[src/rtl/axis_demux_sched.sv]
// Command-driven scheduler for an AXI-Stream demux: latches a destination per frame,
// tracks frame progress by snooping the slave-side handshake, and counts completed/dropped frames.
module axis_demux_sched #(
    parameter int CNT_WIDTH = 16
) (
    input  logic                   clk,
    input  logic                   rst_n,
    input  logic                   cmd_valid,
    output logic                   cmd_ready,
    input  logic [2:0]             cmd_dest,
    input  logic                   cmd_drop,
    input  logic [7:0]             port_en,
    input  logic                   mon_tvalid,
    input  logic                   mon_tready,
    input  logic                   mon_tlast,
    output logic                   enable,
    output logic                   drop,
    output logic [2:0]             sel,
    output logic                   busy,
    input  logic                   cnt_clear,
    output logic [8*CNT_WIDTH-1:0] frame_cnt,
    output logic [CNT_WIDTH-1:0]   drop_cnt
);

    // state  | meaning
    // IDLE   | no frame scheduled, ready for a command
    // ARM    | demux enabled, waiting for the frame's first beat
    // ACTIVE | frame in progress, waiting for last
    typedef enum logic [1:0] {
        IDLE   = 2'd0,
        ARM    = 2'd1,
        ACTIVE = 2'd2
    } state_t;

    localparam logic [CNT_WIDTH-1:0] CNT_MAX = '1;
    localparam logic [CNT_WIDTH-1:0] CNT_ONE = {{(CNT_WIDTH-1){1'b0}}, 1'b1};

    state_t state;
    logic   beat;
    logic   last;
    logic   done;
    logic   accept;
    logic   drop_next;

    logic [CNT_WIDTH-1:0] frame_q [8];
    logic [CNT_WIDTH-1:0] drop_q;

    assign beat      = mon_tvalid && mon_tready;
    assign last      = beat && mon_tlast;
    // mon_* is only meaningful while the demux is enabled
    assign done      = (state != IDLE) && last;
    assign cmd_ready = (state == IDLE) || done;
    assign accept    = cmd_valid && cmd_ready;
    assign drop_next = cmd_drop || !port_en[cmd_dest];

    always_ff @(posedge clk or negedge rst_n) begin
        if (!rst_n) begin
            state  <= IDLE;
            enable <= 1'b0;
            busy   <= 1'b0;
            drop   <= 1'b0;
            sel    <= 3'd0;
        end else begin
            case (state)
                IDLE: begin
                    if (accept) begin
                        state  <= ARM;
                        enable <= 1'b1;
                        busy   <= 1'b1;
                        sel    <= cmd_dest;
                        drop   <= drop_next;
                    end
                end
                ARM, ACTIVE: begin
                    if (last) begin
                        if (accept) begin
                            state <= ARM;
                            sel   <= cmd_dest;
                            drop  <= drop_next;
                        end else begin
                            state  <= IDLE;
                            enable <= 1'b0;
                            busy   <= 1'b0;
                        end
                    end else if (state == ARM && beat) begin
                        state <= ACTIVE;
                    end
                end
                default: begin
                    state  <= IDLE;
                    enable <= 1'b0;
                    busy   <= 1'b0;
                end
            endcase
        end
    end

    // Completion is credited to the frame's own sel/drop, still held this cycle
    always_ff @(posedge clk or negedge rst_n) begin
        if (!rst_n) begin
            for (int i = 0; i < 8; i++) frame_q[i] <= '0;
            drop_q <= '0;
        end else if (cnt_clear) begin
            for (int i = 0; i < 8; i++) frame_q[i] <= '0;
            drop_q <= '0;
        end else if (done) begin
            if (drop) begin
                if (drop_q != CNT_MAX) drop_q <= drop_q + CNT_ONE;
            end else if (frame_q[sel] != CNT_MAX) begin
                frame_q[sel] <= frame_q[sel] + CNT_ONE;
            end
        end
    end

    for (genvar g = 0; g < 8; g++) begin : g_cnt_out
        assign frame_cnt[g*CNT_WIDTH +: CNT_WIDTH] = frame_q[g];
    end
    assign drop_cnt = drop_q;

endmodule

[config.mk]
export PLATFORM = sky130hd
export DESIGN_NAME = axis_demux_sched
export DESIGN_NICKNAME = d
export VERILOG_FILES = /design/src/rtl/axis_demux_sched.sv
export SDC_FILE = /design/constraint.sdc
export NUM_CORES = 1
export LEC_CHECK = 0
export ABC_AREA = 1
export CAP_MARGIN = 20
export CORE_ASPECT_RATIO = 0.6
export CORE_UTILIZATION = 51
export DETAILED_ROUTE_END_ITERATION = 8
export DONT_BUFFER_PORTS = 1
export GPL_TIMING_DRIVEN = 0
export PLACE_DENSITY = 0.66
export SLEW_MARGIN = 20
export SYNTH_ARGS = -nofsm -noshare
export SYNTH_HDL_FRONTEND = slang
export SYNTH_SLANG_ARGS = --single-unit
[constraint.sdc]
create_clock -name clk -period 2.85 [get_ports clk]
set_input_delay 0.57 -clock clk [delete_from_list [all_inputs] [get_ports clk]]
set_output_delay 0.57 -clock clk [all_outputs]
set_load 0.005 [all_outputs]
# After elaboration in Yosys (flattened, before gate mapping)
# Cells that the tools add are included.
dict set report word_totals {
  register_bits 151
  in_bits 19
  output_inout_bits 151
  wordCells 81
}
dict set report op_classes {
  add_sub_neg 2
  n_lt_le_gt_ge 3
  eq_ne 9
  muxes 31
  bitwise_logic 1
  n_reduce_logical 22
}
# op n
set ops {}
lappend ops {{128-bit 2-to-1 mux} 4}
lappend ops {{128-bit bitwise mux} 1}
lappend ops {{16-bit 2-to-1 mux} 7}
lappend ops {{16-bit binary-select mux with 3-bit select} 1}
lappend ops {{16-bit demux with 3-bit select} 1}
lappend ops {{16-bit by 1-bit adder with 16-bit output (second input constant)} 2}
lappend ops {{16-bit != test (second input constant)} 2}
lappend ops {{2-bit nonzero test} 6}
lappend ops {{3-bit AND reduction} 3}
lappend ops {{1-bit 2-to-1 mux} 7}
lappend ops {{1-bit logical AND} 6}
lappend ops {{2-bit 2-to-1 mux} 3}
lappend ops {{3-bit 2-to-1 mux} 2}
lappend ops {{2-bit != test (second input constant)} 3}
lappend ops {{3-bit one-hot mux with 2 select lines} 1}
lappend ops {{4-bit >= comparator (second input constant)} 1}
lappend ops {{3-bit by 4-bit less-than comparator with 1-bit output (second input constant)} 1}
lappend ops {{4-bit by 1-bit less-than comparator with 1-bit output (second input constant)} 1}
lappend ops {{3-bit inverter with 4-bit output} 1}
lappend ops {{1-bit one-hot mux with 2 select lines} 2}
lappend ops {{2-bit one-hot mux with 2 select lines} 1}
lappend ops {{2-bit AND reduction} 2}
lappend ops {{1-bit binary-select mux with 3-bit select} 1}
lappend ops {{3-bit != test (second input constant)} 1}
lappend ops {{other kinds (7)} 8}

# Depth between registers and ports, before layout
dict set report depth {
  depth_word 10
  mapped_depth 21
  mapped_depth_nobuf 17
}

# Worst setup path before layout
# No wires, ideal clock.
dict set report synth_path {
  kind {register to register}
  startpoint {register sel[0]}
  endpoint {register frame_q (netlist bit frame_cnt[109])}
  setup_ns 0.118
  arrival_ns 2.496
  t_required_ns 2.732
  setup_slack_ns 0.236
  path_stages_with_launch 22
  path_buffers 4
  synth_period_minus_slack_ns 2.614
  path_cell_list {dfrtp_1 > buf_4 > inv_4 > buf_4 > buf_6 > nand2_1 > nand2_1 > nand2_1 > nand2_1 > nand2_1 > nand2_1 > ha_1 > inv_1 > nor2_1 > nand2_1 > nor2_4 > nand3_4 > nand2_4 > inv_4 > buf_2 > nand3_1 > nand2_1}
}
dict set report synth_via {
  elab_chain_cells 10
  word_cells_on_any_way 18
  classes_between {add/sub (1); order compare (2); eq/ne (1); mux (10); bitwise (1); reduce/logical (3)}
}
# item line
set synth_rtl {}
lappend synth_rtl {{start, declared} 18} ;# output logic [2:0] sel,
lappend synth_rtl {{start signal, assigned} 70} ;# sel <= cmd_dest;
lappend synth_rtl {{start signal, assigned} 78} ;# sel <= cmd_dest;
lappend synth_rtl {{3-bit inverter with 4-bit output (not written as such) (*)} {109, 110}}
lappend synth_rtl {{16-bit binary-select mux with 3-bit select (tied with other cells)} {109, 110}}
lappend synth_rtl {{16-bit 2-to-1 mux (not written as such) or 1-bit logical AND (tied branches)} {109, 110}}
lappend synth_rtl {{16-bit 2-to-1 mux (on tied branches)} {109, 110}}
lappend synth_rtl {{16-bit by 1-bit adder with 16-bit output or 16-bit demux with 3-bit select (tied branches)} 110} ;# frame_q[sel] <= frame_q[sel] + CNT_ONE;
lappend synth_rtl {{128-bit bitwise mux} 110}
lappend synth_rtl {{128-bit 2-to-1 mux} 109} ;# end else if (frame_q[sel] != CNT_MAX) begin
lappend synth_rtl {{128-bit 2-to-1 mux} 107} ;# if (drop) begin
lappend synth_rtl {{128-bit 2-to-1 mux} 106} ;# end else if (done) begin
lappend synth_rtl {{128-bit 2-to-1 mux} 103} ;# end else if (cnt_clear) begin
lappend synth_rtl {{end signal, assigned by index} 110}
lappend synth_rtl {{end, declared} 45} ;# logic [CNT_WIDTH-1:0] frame_q [8];
# Mark *: on every way between the ends. The rest lies on a longest branch, timed or not. The select of a mux whose other input is x is not followed.
# A chain may end at the register's enable or synchronous reset.

# Final worst setup path
dict set report layout_path {
  startpoint {register sel[0]}
  endpoint {register frame_q (netlist bit frame_cnt[125])}
}
# The elaborated chain is that of the path after synthesis.

==> flow_summary.rst <==
.. list-table::
   :header-rows: 1

   * - Metric
     - Value
   * - Net count reported at finish
     - 1320
   * - Crit-path cells
     - buf_6, inv_8, buf_12, buf_12, nand2_4, nand2_4, nand2_2, nand2_1, nand2_1, nand2_2, ha_4, inv_4, nor2_4, nand2_2, nor2_4, nand3_4, buf_12, nand2_8, clkinv_8, clkbuf_16, nand3_1, nand2_1
   * - Router iterations before antenna repair
     - 6
   * - R2r startpoint
     - sel[0]
   * - Largest family of logic cells by synthesized area
     - simple AND/OR/NAND/NOR gates
   * - Overall via count from detail_route
     - 8697
   * - Hpwl dp
     - 22000 um
   * - Overall die height
     - 102 um
   * - Fin crit share
     - 0.992
   * - Cell with the largest stage delay on the worst path
     - sky130_fd_sc_hd__dfrtp_1
   * - Die outline area
     - 0.0171 mm2
   * - Largest incremental delay on the critical path
     - 0.43 ns
   * - R2r endpoint
     - frame_cnt[125]
   * - Worst r2r path cells
     - 22
   * - Max clock buf depth
     - 2
   * - Antenna violations before repair
     - 0
   * - Launching element of the worst setup path
     - sel[0]
   * - Detail-routed via count per cell
     - 5.76
   * - Fin util
     - 0.666
   * - Residual overflow from global routing
     - 0
   * - Buffer type at the clock tree root
     - sky130_fd_sc_hd__clkbuf_16
   * - Number of top-level pins
     - 170
   * - Avg WL per Cell
     - 20.9 um
   * - Number of rows created at floorplan
     - 35
   * - Largest net degree at the start of global routing
     - 152
   * - Worst hold margin
     - -0.166 ns
   * - Fraction of layout cells with a size suffix above 1
     - 0.157
   * - Violated checks
     - negative hold slack
   * - Final instance count without filler cells
     - 1510
   * - Area added between synthesis and finish
     - 24.5%
   * - Number of CTS-inserted buffers
     - 17
   * - Clock tree from TritonCTS
     - built
   * - Endpoint required time on the critical path
     - 3.17 ns
   * - Number of nets with antenna violations after detailed routing
     - 0
   * - Area share of fa/ha/maj cells after synthesis
     - 0.00742
   * - CP endpoint kind
     - flip-flop
   * - Share of synthesized flip-flops with an asynchronous set or reset
     - 1.00
   * - Post-route clock skew
     - 0.0117 ns
   * - PD cells
     - 690 mW/mm2
   * - Critical path's top delay family
     - simple AND/OR/NAND/NOR gates
   * - # clock sinks
     - 151
   * - Synthesized net count
     - 1246
   * - Leading register cell type out of synthesis
     - sky130_fd_sc_hd__dfrtp_1
   * - Horizontal extent of the die
     - 168 um
   * - Power consumption
     - 7.25 mW
   * - Drc violations
     - 0
   * - Number of flops mapped to enable cells by yosys
     - 0
   * - Stages on worst setup path
     - 22
   * - Worst setup SP type
     - flip-flop
   * - Largest cells by area after synthesis
     - sky130_fd_sc_hd__dfrtp_1, sky130_fd_sc_hd__nand2_1, sky130_fd_sc_hd__nand3_1, sky130_fd_sc_hd__inv_1, sky130_fd_sc_hd__nor2_1
   * - Starting density of the core
     - 0.535
   * - Final min period
     - 2.83 ns
   * - Post-synthesis share of cell area spent on and, or, nand and nor gates
     - 0.425
   * - Synthesized instance count
     - 1222
   * - Maximum vdd drop
     - 0.000426 V
   * - Ant diodes
     - 0
   * - Static Leakage
     - 5.61 nW
   * - XOR/XNOR share of the synthesized area
     - 0.0134
   * - Tightest slew margin relative to the limit
     - 0.512
   * - Post-synthesis mux area share
     - 0
   * - FMAX
     - 354 MHz
   * - Area share of the leading cell type in the synthesized netlist
     - 0.448
   * - Number of buffer cells added on primary ports
     - 0
   * - H-Tree Depth
     - 4
   * - Compound-cell area share of the yosys netlist
     - 0.0249
   * - Most common cell after layout, fill and taps aside
     - sky130_fd_sc_hd__nand2_1
   * - Kind of critical path
     - reg2reg
   * - Setup total negative slack
     - 0 ns
   * - Placeable core area
     - 0.0158 mm2
   * - Count of max-cap constraint violations
     - 0
   * - Final-report max-slew violation count
     - 0
   * - Worst Max-Slew Pin Slew
     - 0.732 ns
   * - Library cell with the largest summed area after synthesis
     - sky130_fd_sc_hd__dfrtp_1
   * - Final setup violation count
     - 0
   * - Number of global-route vias before repair
     - 7644
   * - Initial drt markers
     - 1180
   * - Reg2Reg Setup Slack
     - 0.02 ns
   * - Distinct cells, synth
     - 32
   * - First-pass GRT wire length
     - 46000 um
   * - Register bit total from synthesis
     - 151
   * - Clock slew at the register clock pins of the worst setup and hold paths
     - 0.06 ns
   * - Overall global routing resource usage
     - 0.366
   * - Final number of hold-violating endpoints
     - 151
   * - Critical path peak fanout
     - 8
   * - Global placement routability congestion
     - 0.943
   * - Total placed cells including tap cells
     - 1426
   * - Insertion delay to the later sink of the worst-skew pair
     - 0.43 ns
   * - Sequential-to-total area share from yosys stat
     - 0.448
   * - Area of the mapped netlist
     - 0.00843 mm2
   * - Timing endpoint of the critical path
     - frame_cnt[125]
   * - Kind of path behind the tightest hold check
     - in2async
   * - Number of buffer and inverter stages on the critical path
     - 8
   * - Status
     - finished, violations left
   * - Unrepaired setup endpoints after global routing
     - yes
   * - Commonest cells after routing, fill and taps aside
     - sky130_fd_sc_hd__nand2_1, sky130_fd_sc_hd__nand3_1, sky130_fd_sc_hd__dfrtp_1
   * - Synthesized area divided by synthesized cell count
     - 6.90 um2
   * - Routed WL
     - 31600 um
   * - WP data arrival
     - 3.15 ns
   * - Number of warnings printed during yosys synthesis
     - 0
## metal layers
metal	part of all wire	track usage
met1	0.45	0.562
met2	0.37	0.454
met3	0.17	0.161
met4	0.012	0.0847
met5	0	0
## final cells by class
type	instances	area, um2
repair buffers	55	512
fillers	1347	5260
multi-input cells	916	4420
plain buffers	54	457
clock inverters	12	250
well taps	203	254
inverters	101	405
flip-flops and latches	151	3780
clock buffers	18	429
## worst register-to-register path, stage by stage, from the launching register on
cell and delay (ns):
sky130_fd_sc_hd__dfrtp_1 0.43, sky130_fd_sc_hd__buf_6 0.17, sky130_fd_sc_hd__inv_8 0.07, sky130_fd_sc_hd__buf_12 0.11, sky130_fd_sc_hd__buf_12 0.14, sky130_fd_sc_hd__nand2_4 0.06
sky130_fd_sc_hd__nand2_4 0.09, sky130_fd_sc_hd__nand2_2 0.06, sky130_fd_sc_hd__nand2_1 0.07, sky130_fd_sc_hd__nand2_1 0.06, sky130_fd_sc_hd__nand2_2 0.10, sky130_fd_sc_hd__ha_4 0.14
sky130_fd_sc_hd__inv_4 0.04, sky130_fd_sc_hd__nor2_4 0.11, sky130_fd_sc_hd__nand2_2 0.08, sky130_fd_sc_hd__nor2_4 0.19, sky130_fd_sc_hd__nand3_4 0.11, sky130_fd_sc_hd__buf_12 0.17
sky130_fd_sc_hd__nand2_8 0.13, sky130_fd_sc_hd__clkinv_8 0.10, sky130_fd_sc_hd__clkbuf_16 0.17, sky130_fd_sc_hd__nand3_1 0.08, sky130_fd_sc_hd__nand2_1 0.06
## cells in the mapped netlist (4+ instances only)
master,count
sky130_fd_sc_hd__nand3_2,8
sky130_fd_sc_hd__inv_1,97
sky130_fd_sc_hd__o31ai_1,4
sky130_fd_sc_hd__ha_1,5
sky130_fd_sc_hd__nand3_1,185
sky130_fd_sc_hd__nand2_1,585
sky130_fd_sc_hd__clkbuf_1,20
sky130_fd_sc_hd__buf_4,9
sky130_fd_sc_hd__xor2_1,9
sky130_fd_sc_hd__nor2_1,55
sky130_fd_sc_hd__nor3_1,5
sky130_fd_sc_hd__a21oi_1,9
sky130_fd_sc_hd__nand4_1,8
sky130_fd_sc_hd__nor2_2,10
sky130_fd_sc_hd__buf_2,25
sky130_fd_sc_hd__o21ai_0,14
sky130_fd_sc_hd__dfrtp_1,151
## repair_timing
action	4_1_cts	5_1_grt
endpoints found under the setup margin	128	128
resized for setup	71	100
pin swaps	6	29
hold endpoints to repair	151	151
gates cloned	2	11
buffers inserted	17	28
## power breakdown
part | switching, mW | total [mW] | internal (mW)
Combinational | 1.58 | 2.31 | 0.724
Sequential | 0.0727 | 2.27 | 2.20
Clock | 0.942 | 2.67 | 1.73
## how the worst min path moves through the flow
stage,startpoint,to,slack (ns),cells past startpoint
2_1_floorplan,rst_n,busy,0.27,0
5_1_grt,rst_n,drop_cnt[2],-0.17,0
6_report,rst_n,drop_cnt[2],-0.17,0
3_5_place_dp,rst_n,drop_cnt[4],0.28,0
3_3_place_gp,rst_n,drop_cnt[4],0.28,0
4_1_cts,rst_n,drop_cnt[4],-0.17,0
## flip-flops by register name, summed over array words and instances (netlist names)
signal     count
busy           1
sel            3
drop_cnt      16
frame_cnt    128
drop           1
state          2
## cell families (layout without fill, tap and decap cells)
logic type	after synthesis	after routing
xor gates and xnor gates	12	12
buffers and inverters	159	240
DFF	151	151
AOI/OAI and AO/OA	36	36
and+or+nand+nor	859	863
adders and majority gates	5	5
## metrics by stage
| step | worst slack [ns] | cell area [um2] |
|---|---|---|
| 2_1_floorplan | 0.236 | 8430 |
| 3_3_place_gp | -0.624 | 8690 |
| 3_5_place_dp | -0.662 | 8690 |
| 4_1_cts | 0.00338 | 9830 |
| 5_1_grt | -0.0835 | 10500 |
| 6_report | 0.0227 | 10500 |
(Power assumes the default switching activity.)
